===== src/rtl/pes_vm_pkg.sv =====
// -----------------------------------------------------------------------------
// pes_vm_pkg
// Shared types and constants for the vending machine (pes_vm).
//   pes_vm_state_e : credit state (S0 = no credit, S5 = 5 units, S10 = 10 units)
//   COIN_*         : encodings of the 2-bit coin input
//   CHG_*          : encodings of the 2-bit change output
// The product price is fixed at 15 units.
// -----------------------------------------------------------------------------
package pes_vm_pkg;

  typedef enum logic [1:0] {
    S0  = 2'd0,
    S5  = 2'd1,
    S10 = 2'd2
  } pes_vm_state_e;

  localparam logic [1:0] COIN_NONE   = 2'b00;
  localparam logic [1:0] COIN_5      = 2'b01;
  localparam logic [1:0] COIN_10     = 2'b10;
  localparam logic [1:0] COIN_CANCEL = 2'b11;

  localparam logic [1:0] CHG_NONE = 2'b00;
  localparam logic [1:0] CHG_5    = 2'b01;
  localparam logic [1:0] CHG_10   = 2'b10;

endpackage : pes_vm_pkg


===== src/rtl/pes_vm.sv =====
// -----------------------------------------------------------------------------
// pes_vm
// Coin-operated vending machine, price 15 units, accepting 5 and 10 coins.
// Credit is held in a three-state machine (S0/S5/S10); any payment that
// reaches or exceeds 15 dispenses and returns the excess as change, so the
// stored credit never exceeds 10.
//
// Ports
//   clock     : single clock, all state updates on the rising edge
//   reset     : asynchronous active-low reset (0 clears state and outputs)
//   in[1:0]   : coin code sampled every rising edge
//               00 none, 01 = 5, 10 = 10, 11 = cancel/invalid
//   out       : registered one-cycle dispense pulse
//   change    : registered one-cycle change code, 00 none, 01 = 5, 10 = 10
//   state_dbg : current credit state, for observation only
//
// Coin interface: there is no handshake. Every rising edge at which `in`
// carries a valid coin code counts as one inserted coin, so a code held for
// N edges is N coins. Outputs reflect the coin sampled at the previous edge.
//
// Configuration
//   PES_VM_REFUND_EN : when defined, in=11 cancels the transaction and refunds
//                      the held credit through `change`. When undefined, in=11
//                      is ignored and no refund logic exists.
// -----------------------------------------------------------------------------
module pes_vm
  import pes_vm_pkg::*;
(
  input  logic          clock,
  input  logic          reset,
  input  logic [1:0]    in,
  output logic          out,
  output logic [1:0]    change,
  output pes_vm_state_e state_dbg
);

  pes_vm_state_e state_q, state_d;
  logic          out_q, out_d;
  logic [1:0]    change_q, change_d;

  // Next-state and next-output logic. The outputs computed here are for the
  // coin being sampled at this edge; they are registered so they appear in
  // the following cycle and drop back to idle unless the next coin also
  // completes a sale.
  always_comb begin
    state_d  = state_q;
    out_d    = 1'b0;
    change_d = CHG_NONE;

    case (in)
      COIN_NONE: begin
        state_d = state_q;
      end

      COIN_5: begin
        case (state_q)
          S0:  state_d = S5;
          S5:  state_d = S10;
          S10: begin
            state_d = S0;
            out_d   = 1'b1;
          end
          default: state_d = S0;
        endcase
      end

      COIN_10: begin
        case (state_q)
          S0:  state_d = S10;
          S5: begin
            state_d = S0;
            out_d   = 1'b1;
          end
          S10: begin
            // 20 paid for a 15 item: dispense and hand back 5.
            state_d  = S0;
            out_d    = 1'b1;
            change_d = CHG_5;
          end
          default: state_d = S0;
        endcase
      end

      COIN_CANCEL: begin
`ifdef PES_VM_REFUND_EN
        // Cancel returns whatever credit was held; nothing is dispensed.
        state_d = S0;
        case (state_q)
          S5:      change_d = CHG_5;
          S10:     change_d = CHG_10;
          default: change_d = CHG_NONE;
        endcase
`else
        // Cancel/invalid code is ignored: credit is held.
        state_d = state_q;
`endif
      end

      default: state_d = state_q;
    endcase
  end

  always_ff @(posedge clock or negedge reset) begin
    if (!reset) begin
      state_q  <= S0;
      out_q    <= 1'b0;
      change_q <= CHG_NONE;
    end else begin
      state_q  <= state_d;
      out_q    <= out_d;
      change_q <= change_d;
    end
  end

  assign out       = out_q;
  assign change    = change_q;
  assign state_dbg = state_q;

endmodule : pes_vm


===== config.mk =====
export PLATFORM = sky130hd
export DESIGN_NAME = pes_vm
export DESIGN_NICKNAME = d
export VERILOG_FILES = /design/src/rtl/pes_vm_pkg.sv /design/src/rtl/pes_vm.sv
export SDC_FILE = /design/constraint.sdc
export NUM_CORES = 1
export LEC_CHECK = 0
export BUFFER_PORTS_ARGS = -buffer_cell sky130_fd_sc_hd__buf_2
export CAP_MARGIN = 10
export CORE_AREA = 2 2 39 41
export CTS_BUF_LIST = sky130_fd_sc_hd__clkbuf_4
export DETAILED_ROUTE_END_ITERATION = 7
export DIE_AREA = 0 0 41 43
export GPL_TIMING_DRIVEN = 0
export PLACE_DENSITY = 0.42
export REMOVE_ABC_BUFFERS = 1
export SETUP_SLACK_MARGIN = 0.1
export SYNTH_ARGS = -nofsm -noshare
export SYNTH_HDL_FRONTEND = slang
export SYNTH_SLANG_ARGS = --single-unit

===== constraint.sdc =====
create_clock -name clock -period 2.3 [get_ports clock]
set_input_delay 0.23 -clock clock [delete_from_list [all_inputs] [get_ports clock]]
set_output_delay 0.23 -clock clock [all_outputs]
set_load 0.05 [all_outputs]

# Yosys cells after proc, flatten, opt, wreduce, memory -nomap -nowiden

Cells that the tools add are included.

Latch bits: 0
Register bits after elaboration: 5
Memories: 0
RAM bits: 0
ROM bits: 0

Add/subtract/negate cells: 0
Multipliers: 0
Magnitude comparators: 0
Eq/ne operators: 5
Multiplexer cells: 8
Reductions and logical operators: 4
Div/mod/pow operators: 0
Shift operators: 0
Bitwise gates (word level): 0

Operators by type and width:

| operator                                                        | number |
|---|---|
| 2-bit case mux with 2 select lines                              | 2 |
| 2-bit == test, second input constant                            | 3 |
| 2-bit by 1-bit == test with 1-bit output, second input constant | 2 |
| 2-bit logical NOT                                               | 2 |
| 1-bit 2-to-1 mux                                                | 4 |
| 2-bit OR reduction                                              | 2 |
| 2-bit 2-to-1 mux                                                | 1 |
| 1-bit case mux with 2 select lines                              | 1 |

# Logic depth before layout (Yosys ltp)

Gate-level depths: netlist of the first run.

Depth in word-level cells: 4
Mapped depth: 4

# Worst setup path after synthesis of the first run

Ideal clock, no wire load.

Path kind: register -> register
Start: register state_q[0] (netlist: state_dbg[0])
End: register out_q (netlist: out)
Clock period less this slack: 1354 ps
Data arrival time: 1233 ps
Cell stages (with the launch flop): 5
Library setup time: 121 ps
Path slack: 946 ps
Path buffers: 0
Cells stage by stage: dfrtp_1 -> inv_1 -> ha_1 -> a22oi_1 -> nor2_1

Cells in the longest elaborated chain, start to end: 4

RTL lines:

| item                                                                      | RTL line                   | source |
|---|---|---|
| start: declaration                                                        | pes_vm.sv:37               | `pes_vm_state_e state_q, state_d;` |
| start signal: assignment                                                  | pes_vm.sv:109              | `state_q <= state_d;` |
| 2-bit == test or 2-bit by 1-bit == test with 1-bit output (tied branches) | pes_vm.sv:56, pes_vm.sv:68 |  |
| 2-bit OR reduction (no source line)                                       | -                          |  |
| 1-bit 2-to-1 mux                                                          | pes_vm.sv:68               | `case (state_q)` |
| 1-bit case mux with 2 select lines (*)                                    | pes_vm.sv:50               | `case (in)` |
| via out_d                                                                 | pes_vm.sv:38               | `logic out_q, out_d;` |
| end signal: assignment                                                    | pes_vm.sv:110              | `out_q <= out_d;` |
| end: declaration                                                          | pes_vm.sv:38               |  |

Mark *: on every way through the listed nets, which the timed path passes. The rest lies on a longest branch.
A chain may end at the register's enable or synchronous reset.

# Worst setup path in the final report of the first run

Start: register state_q[1] (netlist: state_dbg[1])
End: output state_dbg[1]

RTL lines:

| item             | RTL line     | source |
|---|---|---|
| end: declaration | pes_vm.sv:34 | `output pes_vm_state_e state_dbg` |

No word-level cell between the ends.

==> summary.json, run 1 <==
{
  "status": "completed",
  "syn-instance-count": 23,
  "synth.ff_latch_count": 4,
  "pwr_density_cell_mw_per_mm2": 1173,
  "synth_area_per_cell_sq_um": 10.39,
  "cp_slowest_stage_delay_ns": 0.39,
  "io_buffers": 7,
  "pin_count_of_the_biggest_net_entering_global_routing": 6,
  "worst_setup_hold_path_clk_slew_ns": 0.04,
  "cap_violations": 0,
  "tritoncts_num_sinks": 4,
  "fp.dieArea_sq_mm": 0.001763,
  "hold_buffers": 1,
  "worst-path-buf-inv": 1,
  "setup_viol": 0,
  "drt-total-wl_um": 400,
  "cp_top_family": "flip-flops",
  "library_cells_used_by_synthesis": 12,
  "vias": 189,
  "leakagePower_uw": 0.0001802,
  "timing.critical_path.slowest_stage_cell": "dfrtp_1",
  "layout-drive-gt1-share_pct": 33.33,
  "hold_ws_ns": 0.3405,
  "clock_path_buffers": 2,
  "timing.fmax_ghz": 0.8760,
  "detail_route.drc_violations": 0,
  "power.internal_uw": 202.3,
  "area_delta_synth_final_pct": 33.51,
  "fin_util_pct": 23.06,
  "finalWorstPathRequiredPeriod_ns": 1.142,
  "finalNetCount": 44,
  "layout_commonest_cell": "buf_2",
  "clock-root-buffer": "clkbuf_4",
  "crit_path_end_kind": "output pin",
  "post_place_setup_slack_ns": 1.230,
  "source_to_sink_clock_delay_at_the_later_pin_of_the_worst_skew_pair_ns": 0.23,
  "initialDrtViolationCount": 0,
  "post-cts-setup-buffers": 0,
  "avgRoutedWirePerCell_um": 8.163,
  "grt_pass1_vias": 185,
  "power.switching_uw": 171.9,
  "cts_htree_levels": 1,
  "top_level_ports": 9,
  "worst_ep_arrival_time_ns": 0.91,
  "ant_nets": 0,
  "grt_util_all_layers_pct": 5.517,
  "grt_pass1_wl_um": 634,
  "mappedNetlistArea_sq_um": 239.0,
  "clockPowerShare_pct": 22.2,
  "gp_routability_congestion": 0.5877,
  "timing_max_transition_violations_final": 0,
  "max-vdd-ir-drop_uv": 158.2,
  "starting_utilization_of_the_core_area_pct": 17.27,
  "timing.hold.worst.class": "primary input to async pin",
  "switching_share_pct": 45.93,
  "timing_worst_setup_path_type": "flop to output pin",
  "required_ns": 2.07,
  "rows": 14,
  "setup_tns_ns": 0,
  "post_drt_via_cell_ratio": 3.857,
  "layout.cells.most_common_list": "7 x buf_2, 5 x ha_1, 4 x inv_1, 4 x dfrtp_1, 3 x clkbuf_4",
  "synth-seq-area-share_pct": 41.88,
  "post-route-worst-setup-slack_ns": 1.158,
  "gr-total-overflow": 0,
  "fillCellCount": 153,
  "worstPathCellList": "buf_2",
  "p_comb_share_pct": 48.3,
  "critPathLaunchType": "flop",
  "finalPower_uw": 374.2,
  "fin_crit_sh_pct": 49.63,
  "grt_setup_unrepaired": "false",
  "firstDrtPassIters": 1,
  "worst_clock_skew_ns": 0.001942,
  "antennaDiodeCount": 0,
  "die_span_y_um": 43,
  "antenna_found_initial": 0,
  "core_region_area_sq_mm": 0.001384,
  "crit_path_max_fanout": 4,
  "cts_tree": "built",
  "floorplan.die.width_um": 41,
  "finalHoldViolCount": 0,
  "seq_power_share_pct": 29.5,
  "yosys_warnings": 0,
  "post_cts.resized_instances": 0,
  "numCtsBuffers": 3
}
## through the flow
stage          area [sq um]  instances
2_1_floorplan         231.5         22
3_3_place_gp          286.5         45
3_5_place_dp          286.5         45
4_1_cts               319.1         49
5_1_grt               319.1         49
6_report              319.1         49
## registers in the layout, indices dropped and copies added, names as in the netlist
name and count:
state_dbg 2, change 1, out 1
## synth_stat cells
cell type / number / area [sq um]
inv_1: 4 / 15.01
nor2_1: 2 / 7.510
conb_1: 1 / 3.750
nand2_1: 1 / 3.750
mux2i_1: 1 / 10.01
o21ai_1: 1 / 5.000
a22o_1: 1 / 8.760
buf_4: 1 / 7.510
dfrtp_1: 4 / 100.1
ha_1: 5 / 62.56
a22oi_1: 1 / 7.510
and2_2: 1 / 7.510
## cells by family (layout without fill, tap and decap cells)
group | after synthesis | in the layout | synth area share (%)
adder cells (fa/ha/maj) | 5 | 5 | 26.18
buffers and inverters | 5 | 15 | 9.423
flip-flops | 4 | 4 | 41.89
AND/OR/NAND/NOR | 4 | 4 | 7.854
AO/OA/AOI/OAI | 3 | 3 | 8.900
other | 1 | 1 | 1.569
multiplexers | 1 | 1 | 4.189
## worst reg2reg max path, cell delays in order (launching register included)
cell and delay [ns]:
dfrtp_1 0.38, inv_1 0.08, ha_1 0.29, a22oi_1 0.14, nor2_1 0.06
## path summary, 6_finish.rpt
path	from	endpoint	slack, ns	cells past startpoint
setup / recovery	state_dbg[1]	state_dbg[1]	1.16	1
hold / removal	reset	state_dbg[0]	0.34	2
setup reg to reg	state_dbg[0]	out	1.23	4
hold reg to reg	state_dbg[0]	state_dbg[0]	0.56	1
max in group asynchronous	reset	change[0]	1.84	2
min in group clock	in[1]	out	0.40	3
## final cells by class
cell class / count / area (sq um) / share of cell area [%]
inverters: 4 / 15.01 / 4.706
well taps: 16 / 20.02 / 6.275
flip-flops and latches: 4 / 100.1 / 31.37
multi-input cells: 14 / 116.4 / 36.47
repair buffers: 8 / 45.04 / 14.12
clock buffers: 3 / 22.52 / 7.059
## power by group through the flow
stage | combinational, uW | clock [uW] | sequential (uW)
floorplan | 64.6 | 0 | 184
global placement | 178 | 0 | 109
detailed placement | 181 | 0 | 111
CTS | 183 | 89.1 | 111
global route | 197 | 92.6 | 115
finish | 181 | 83.0 | 110
## routing by layer
metal  track usage [%]  vias up  share of wire (%)
met1             5.449       89                 42
met5                 0        -                  0
met4             6.000        0                  0
met2             8.125        8                 48
met3             1.571        0                 11
li1                  -       92                  -
(Power assumes the default switching activity.)
==> inputs of run 2 (changes only) <==
--- a/config.mk
+++ b/config.mk
@@ -12,7 +12,7 @@
 export DETAILED_ROUTE_END_ITERATION = 7
 export DIE_AREA = 0 0 41 43
 export GPL_TIMING_DRIVEN = 0
-export PLACE_DENSITY = 0.42
+export PLACE_DENSITY = 0.44
 export REMOVE_ABC_BUFFERS = 1
 export SETUP_SLACK_MARGIN = 0.1
 export SYNTH_ARGS = -nofsm -noshare
==> constraint.sdc (replaced) <==
create_clock -name clock -period 1 [get_ports clock]
set_input_delay 0.1 -clock clock [delete_from_list [all_inputs] [get_ports clock]]
set_output_delay 0.1 -clock clock [all_outputs]
set_load 0.05 [all_outputs]
==> summary.json, run 2 (same netlist as run 1, synthesis figures left out) <==
{
  "ant_nets": {"value": 0, "change": "unchanged"},
  "status": "finished, violations left",
  "layout.cells.most_common_list": "3 x dfrtp_1, 3 x clkbuf_4, 3 x buf_2, 3 x buf_4",
  "post-route-worst-setup-slack": {"value": -0.03644, "unit": "ns", "change": "-1.195 ns"},
  "starting_utilization_of_the_core_area": {"value": 17.27, "unit": "%", "change": "unchanged"},
  "worst_setup_hold_path_clk_slew": {"value": 0.04, "unit": "ns", "change": "about the same"},
  "globalRouteMet3Util": {"value": 1.571, "unit": "%", "change": "unchanged"},
  "worst_clock_skew": {"value": 0.003312, "unit": "ns", "change": "+0.001370 ns"},
  "grt_util_all_layers": {"value": 6.124, "unit": "%", "change": "+0.61 points"},
  "timing.fmax_ghz": 0.9648,
  "vias": {"value": 181, "change": "-4.2%"},
  "setup_viol": {"value": 2, "change": "+2"},
  "rows": {"value": 14, "change": "unchanged"},
  "finalNetCount": {"value": 45, "change": "+2.3%"},
  "worst_ep_arrival_time": {"value": 1.15, "unit": "ns", "change": "+0.24 ns"},
  "layout-drive-gt1-share": {"value": 55.88, "unit": "%", "change": "+23 points"},
  "cts_htree_levels": {"value": 1, "change": "unchanged"},
  "gr-max-usage-layer": "met4",
  "grt_pass1_vias": {"value": 178, "change": "-3.8%"},
  "globalRouteMet2Util": {"value": 7.187, "unit": "%", "change": "-0.94 points"},
  "top_level_ports": {"value": 9, "change": "unchanged"},
  "drt-total-wl": {"value": 408, "unit": "um", "change": "+2.0%"},
  "core_region_area": {"value": 0.001384, "unit": "sq mm", "change": "unchanged"},
  "leakagePower": {"value": 0.0001857, "unit": "uW", "change": "+3.0%"},
  "required": {"value": 1.11, "unit": "ns", "change": "-0.96 ns"},
  "avgRoutedWirePerCell": {"value": 8.160, "unit": "um", "change": "about the same"},
  "detail_route.drc_violations": {"value": 0, "change": "unchanged"},
  "antennaDiodeCount": {"value": 0, "change": "unchanged"},
  "pwr_density_cell": {"value": 2806, "unit": "mW/mm^2", "change": "+140%"},
  "largest_register_ffs": {"value": 2, "change": "unchanged"},
  "fillCellCount": {"value": 153, "change": "unchanged"},
  "critPathLaunchType": "flop",
  "io_buffers": {"value": 7, "change": "unchanged"},
  "gr-total-overflow": {"value": 0, "change": "unchanged"},
  "numCtsBuffers": {"value": 3, "change": "unchanged"},
  "grt_pass1_wl": {"value": 662, "unit": "um", "change": "+4.4%"},
  "post_place_setup_slack": {"value": -0.07418, "unit": "ns", "change": "-1.304 ns"},
  "source_to_sink_clock_delay_at_the_later_pin_of_the_worst_skew_pair": {"value": 0.23, "unit": "ns", "change": "about the same"},
  "die_span_y": {"value": 43, "unit": "um", "change": "unchanged"},
  "post_drt_via_cell_ratio": {"value": 3.620, "change": "-6.1%"},
  "hold_ws": {"value": 0.2000, "unit": "ns", "change": "-0.1406 ns"},
  "failed_checks": "setup timing",
  "clock_path_buffers": {"value": 2, "change": "unchanged"},
  "initialDrtViolationCount": {"value": 2, "change": "+2"},
  "pin_count_of_the_biggest_net_entering_global_routing": {"value": 6, "change": "unchanged"},
  "crit_path_max_fanout": {"value": 3, "change": "-1"},
  "cap_violations": {"value": 0, "change": "unchanged"},
  "antenna_found_initial": {"value": 0, "change": "unchanged"},
  "grt_setup_unrepaired": "true",
  "timing.hold.worst.class": "primary input to async pin",
  "area_delta_synth_final_pct": 58.12,
  "timing_worst_setup_path_type": "flop to flop",
  "crit_path_end_kind": "flop",
  "fin_crit_sh_pct": 103.6,
  "grt_util_met1": {"value": 7.395, "unit": "%", "change": "+1.9 points"},
  "floorplan.die.width": {"value": 41, "unit": "um", "change": "unchanged"},
  "placed_wire_length_estimate_um": 307.5,
  "finalWorstPathRequiredPeriod_ns": 1.036,
  "timing_max_transition_violations_final": {"value": 0, "change": "unchanged"},
  "finalHoldViolCount": {"value": 0, "change": "unchanged"},
  "cts_tree": "built",
  "gp_routability_congestion": {"value": 0.6850, "change": "+17%"},
  "firstDrtPassIters": {"value": 2, "change": "+1"},
  "clock-root-buffer": "clkbuf_4",
  "fp.dieArea": {"value": 0.001763, "unit": "sq mm", "change": "unchanged"},
  "max-vdd-ir-drop": {"value": 679.4, "unit": "uV", "change": "+330%"},
  "tritoncts_num_sinks": {"value": 4, "change": "unchanged"}
}
==> run 2: cell types whose count changed in the layout (fill, tap and decap cells not counted), sizes merged <==
| cell | delta |
|---|---|
| buf | +1 |
==> run 2: metal layers <==
metal / up-vias / share of wire (%)
met3: 0 / 11
met1: 79 / 45
met5: - / 0
met4: 0 / 0
met2: 8 / 43
li1: 94 / -
==> run 2: final cells by class <==
| type | instances | area, sq um | share of cell area [%] |
|---|---|---|---|
| tap | 16 | 20.02 | 5.298 |
| clock buffer | 3 | 22.52 | 5.960 |
| sequential | 4 | 101.3 | 26.82 |
| timing repair buffer | 9 | 70.07 | 18.54 |
| inverter | 4 | 15.01 | 3.974 |
| multi-input combinational | 14 | 148.9 | 39.40 |
==> run 2: repair_timing <==
item	4_1_cts	5_1_grt
setup endpoints to repair	6	8
setup buffers	1	0
gates resized for setup	8	9
pin swaps	3	3
hold buffers	1	0
hold endpoints to repair	4	0
==> run 2: final timing paths <==
| kind | start | to | slack [ns] | depth (start not counted) |
|---|---|---|---|---|
| min in group clock | in[1] | out | 0.27 | 3 |
| min | reset | state_dbg[0] | 0.20 | 2 |
| max reg2reg | state_dbg[0] | state_dbg[1] | -0.04 | 4 |
| max | state_dbg[0] | state_dbg[1] | -0.04 | 4 |
| min reg2reg | state_dbg[1] | state_dbg[1] | 0.56 | 2 |
| max in group asynchronous | reset | state_dbg[1] | 0.67 | 2 |
==> run 2: power breakdown <==
group          total (uW)  switching (uW)  internal (uW)
combinational         597             353            244
sequential            267            52.7            215
clock                 196            62.0            134
==> run 2: worst max-delay path, stage by stage (launching register included) <==
cell,delay [ns]
dfrtp_1,0.41
buf_6,0.14
ha_4,0.14
mux2i_1,0.15
o21ai_1,0.07
==> run 2: per-stage QoR <==
step	std cells	util (%)	setup TNS [ns]	total power [uW]	area, sq um
after floorplan	22	-	-1.182	572.0	231.5
after global placement	45	20.71	-0.09507	671.9	286.5
after detailed placement	45	20.71	-0.08737	667.6	286.5
after CTS	50	25.68	-0.08238	1008	355.3
after global routing	50	27.31	-0.1243	1139	377.9
final	50	27.31	-0.05322	1060	377.9
==> inputs of run 3 (changes only) <==
--- a/config.mk
+++ b/config.mk
@@ -5,6 +5,7 @@
 export SDC_FILE = /design/constraint.sdc
 export NUM_CORES = 1
 export LEC_CHECK = 0
+export ABC_AREA = 1
 export BUFFER_PORTS_ARGS = -buffer_cell sky130_fd_sc_hd__buf_2
 export CAP_MARGIN = 10
 export CORE_AREA = 2 2 39 41
@@ -12,7 +13,7 @@
 export DETAILED_ROUTE_END_ITERATION = 7
 export DIE_AREA = 0 0 41 43
 export GPL_TIMING_DRIVEN = 0
-export PLACE_DENSITY = 0.44
+export PLACE_DENSITY = 0.45
 export REMOVE_ABC_BUFFERS = 1
 export SETUP_SLACK_MARGIN = 0.1
 export SYNTH_ARGS = -nofsm -noshare
==> summary.json, run 3 <==
{
  "cts_htree_levels": {"value": 1, "change": "unchanged"},
  "required": {"value": 0.90, "unit": "ns", "change": "-0.21 ns"},
  "placed_wire_length_estimate": {"value": 329.9, "unit": "um", "change": "+7.3%"},
  "finalHoldViolCount": {"value": 0, "change": "unchanged"},
  "timing_max_transition_violations_final": {"value": 0, "change": "unchanged"},
  "setup_viol": {"value": 0, "change": "-2"},
  "grt_pass1_wl": {"value": 793, "unit": "um", "change": "+20%"},
  "worst_ep_arrival_time": {"value": 0.87, "unit": "ns", "change": "-0.28 ns"},
  "fp.dieArea": {"value": 0.001763, "unit": "sq mm", "change": "unchanged"},
  "timing_worst_setup_path_type": "flop to output pin",
  "grt_setup_unrepaired": "true",
  "die_span_y": {"value": 43, "unit": "um", "change": "unchanged"},
  "timing.hold.worst.class": "primary input to async pin",
  "largest_register_ffs": {"value": 2, "change": "unchanged"},
  "cp_top_family": "flip-flops",
  "finalNetCount": {"value": 52, "change": "+16%"},
  "cp_slowest_stage_delay": {"value": 0.44, "unit": "ns", "change": "+0.03 ns"},
  "finalPower": {"value": 901.4, "unit": "uW", "change": "-15%"},
  "worst-path-buf-inv": {"value": 1, "change": "unchanged"},
  "io_buffers": {"value": 7, "change": "unchanged"},
  "synth_top_cell_area_share": {"value": 39.41, "unit": "%", "change": "-2.5 points"},
  "critical_path_depth": {"value": 1, "change": "-3"},
  "cts_tree": "built",
  "source_to_sink_clock_delay_at_the_later_pin_of_the_worst_skew_pair": {"value": 0.23, "unit": "ns", "change": "about the same"},
  "worstRegToRegCells": {"value": 4, "change": "unchanged"},
  "yosys_warnings": {"value": 0, "change": "unchanged"},
  "synthFlopType": "dfrtp_1",
  "r2r_start": "state_dbg[0]",
  "synth_most_common_cell": "inv_1",
  "hold_ws": {"value": 0.2021, "unit": "ns", "change": "+0.002112 ns"},
  "ant_nets": {"value": 0, "change": "unchanged"},
  "fin_crit_sh": {"value": 96.76, "unit": "%", "change": "-6.9 points"},
  "detail_route.drc_violations": {"value": 0, "change": "unchanged"},
  "crit_path_start": "state_dbg[1]",
  "timing.reg2reg.setup_slack": {"value": 0.05, "unit": "ns", "change": "+0.09 ns"},
  "gr-total-overflow": {"value": 0, "change": "unchanged"},
  "mappedNetlistArea": {"value": 254.0, "unit": "sq um", "change": "+6.3%"},
  "crit_path_max_fanout": {"value": 4, "change": "+1"},
  "timing.critical_path.slowest_stage_cell": "dfrtp_2",
  "floorplan.die.width": {"value": 41, "unit": "um", "change": "unchanged"},
  "synth-edff-count": {"value": 0, "change": "unchanged"},
  "numCtsBuffers": {"value": 3, "change": "unchanged"},
  "initialDrtViolationCount": {"value": 4, "change": "+2"},
  "finalWorstPathRequiredPeriod": {"value": 0.9676, "unit": "ns", "change": "-0.06884 ns"},
  "worstPathCellList": "buf_4",
  "crit_path_end_kind": "output pin",
  "avgRoutedWirePerCell": {"value": 7.684, "unit": "um", "change": "-5.8%"},
  "antennaDiodeCount": {"value": 0, "change": "unchanged"},
  "starting_utilization_of_the_core_area": {"value": 18.35, "unit": "%", "change": "+1.1 points"},
  "worst_setup_hold_path_clk_slew": {"value": 0.04, "unit": "ns", "change": "about the same"},
  "top_level_ports": {"value": 9, "change": "unchanged"},
  "critPathLaunchType": "flop",
  "area_delta_synth_final_pct": 51.72,
  "crit_end": "state_dbg[1]",
  "post_drt_via_cell_ratio": {"value": 3.667, "change": "+1.3%"},
  "clock-root-buffer": "clkbuf_4",
  "status": "completed",
  "rows": {"value": 14, "change": "unchanged"},
  "antenna_found_initial": {"value": 0, "change": "unchanged"},
  "synth_async_reset_ratio": {"value": 100.0, "unit": "%", "change": "unchanged"},
  "tritoncts_num_sinks": {"value": 4, "change": "unchanged"},
  "timing.fmax": {"value": 1.033, "unit": "GHz", "change": "+7.1%"},
  "gp_routability_congestion": {"value": 0.7314, "change": "+6.8%"},
  "firstDrtPassIters": {"value": 2, "change": "unchanged"},
  "vias": {"value": 209, "change": "+15%"},
  "netlist_top_cells_area": "dfrtp_1 39%, ha_1 25%, inv_1 13%",
  "syn-instance-count": {"value": 31, "change": "+35%"},
  "synth.ff_latch_count": {"value": 4, "change": "unchanged"},
  "cap_violations": {"value": 0, "change": "unchanged"},
  "synth_area_per_cell": {"value": 8.193, "unit": "sq um", "change": "-21%"},
  "grt_util_all_layers": {"value": 7.157, "unit": "%", "change": "+1.0 points"},
  "synth-seq-area-share": {"value": 39.41, "unit": "%", "change": "-2.5 points"},
  "fin_util": {"value": 27.85, "unit": "%", "change": "+0.54 points"},
  "library_cells_used_by_synthesis": {"value": 9, "change": "-3"},
  "pwr_density_cell": {"value": 2339, "unit": "mW/mm^2", "change": "-17%"},
  "clock_path_buffers": {"value": 2, "change": "unchanged"},
  "post-cts-setup-buffers": {"value": 0, "change": "-1"},
  "layout.cells.most_common_list": "6 x nand2_1, 6 x inv_1, 4 x buf_4",
  "max-vdd-ir-drop": {"value": 556.5, "unit": "uV", "change": "-18%"},
  "layout-drive-gt1-share": {"value": 48.78, "unit": "%", "change": "-7.1 points"},
  "synth.largest_area_cell": "dfrtp_1",
  "crit-reg2reg-capture": "out",
  "grt_pass1_vias": {"value": 202, "change": "+13%"},
  "drt-total-wl": {"value": 438, "unit": "um", "change": "+7.4%"},
  "leakagePower": {"value": 0.0002079, "unit": "uW", "change": "+12%"},
  "core_region_area": {"value": 0.001384, "unit": "sq mm", "change": "unchanged"},
  "synthTopCellsByCount": "9 x inv_1, 7 x nand2_1, 5 x ha_1",
  "worst_clock_skew": {"value": 0.0004858, "unit": "ns", "change": "-0.002827 ns"},
  "pin_count_of_the_biggest_net_entering_global_routing": {"value": 5, "change": "-1"}
}
run 3: cell count changes after synthesis, moves of 2 or more:
cell,change
inv_1,+5
nand2_1,+6
nor2_1,-2
nand3_1,+2
run 3: layer usage:
layer | track usage [%] | part of all wire, %
met5 | 0 | 0
met4 | 6.000 | 0
met1 | 8.143 | 44
met2 | 9.688 | 51
met3 | 3.141 | 4.8
run 3: stage by stage:
step           worst slack, ns  cell area [sq um]  cells  setup TNS, ns
2_1_floorplan          -0.2963              246.5     30         -1.019
3_3_place_gp          -0.02317              301.5     53       -0.02317
3_5_place_dp          -0.02335              301.5     53       -0.03348
4_1_cts                0.01162              360.3     57              0
5_1_grt               -0.01856              385.4     57       -0.02651
6_report               0.03240              385.4     57              0
run 3: worst min path at each step:
stage	start	to	cells past startpoint
after detailed placement	reset	change[0]	1
after floorplan	reset	change[0]	0
after global routing	reset	out	2
final	reset	state_dbg[0]	2
after CTS	reset	state_dbg[1]	2
after global placement	reset	change[0]	1
run 3: area by class of cell:
type	count	area, sq um
fillers	145	998.5
inverters	9	36.28
clock buffers	3	22.52
well taps	16	20.02
multi-input cells	17	148.9
flip-flops and latches	4	102.6
repair buffers	8	55.05
run 3: timing repair:
action | in CTS | in global routing
hold buffers | 1 | 0
gates resized for setup | 9 | 11
setup endpoints to repair | 5 | 8
hold endpoints to repair | 4 | 0
pin swaps | 2 | 4
run 3: logic make-up (layout without fill, tap and decap cells):
logic type                 count (synthesis)  in the layout  share of synthesized area [%]
AOI/OAI and AO/OA                          2              2                          3.937
DFF                                        4              4                          39.41
other                                      1              1                          1.476
and+or+nand+nor                            9              9                          14.29
buffers and inverters                     10             20                          16.26
adders and majority gates                  5              5                          24.63
run 3: report_power, final:
group	internal, uW	switching (uW)
registers	207	49.0
clock network	134	56.4
logic	165	291
total	505	396
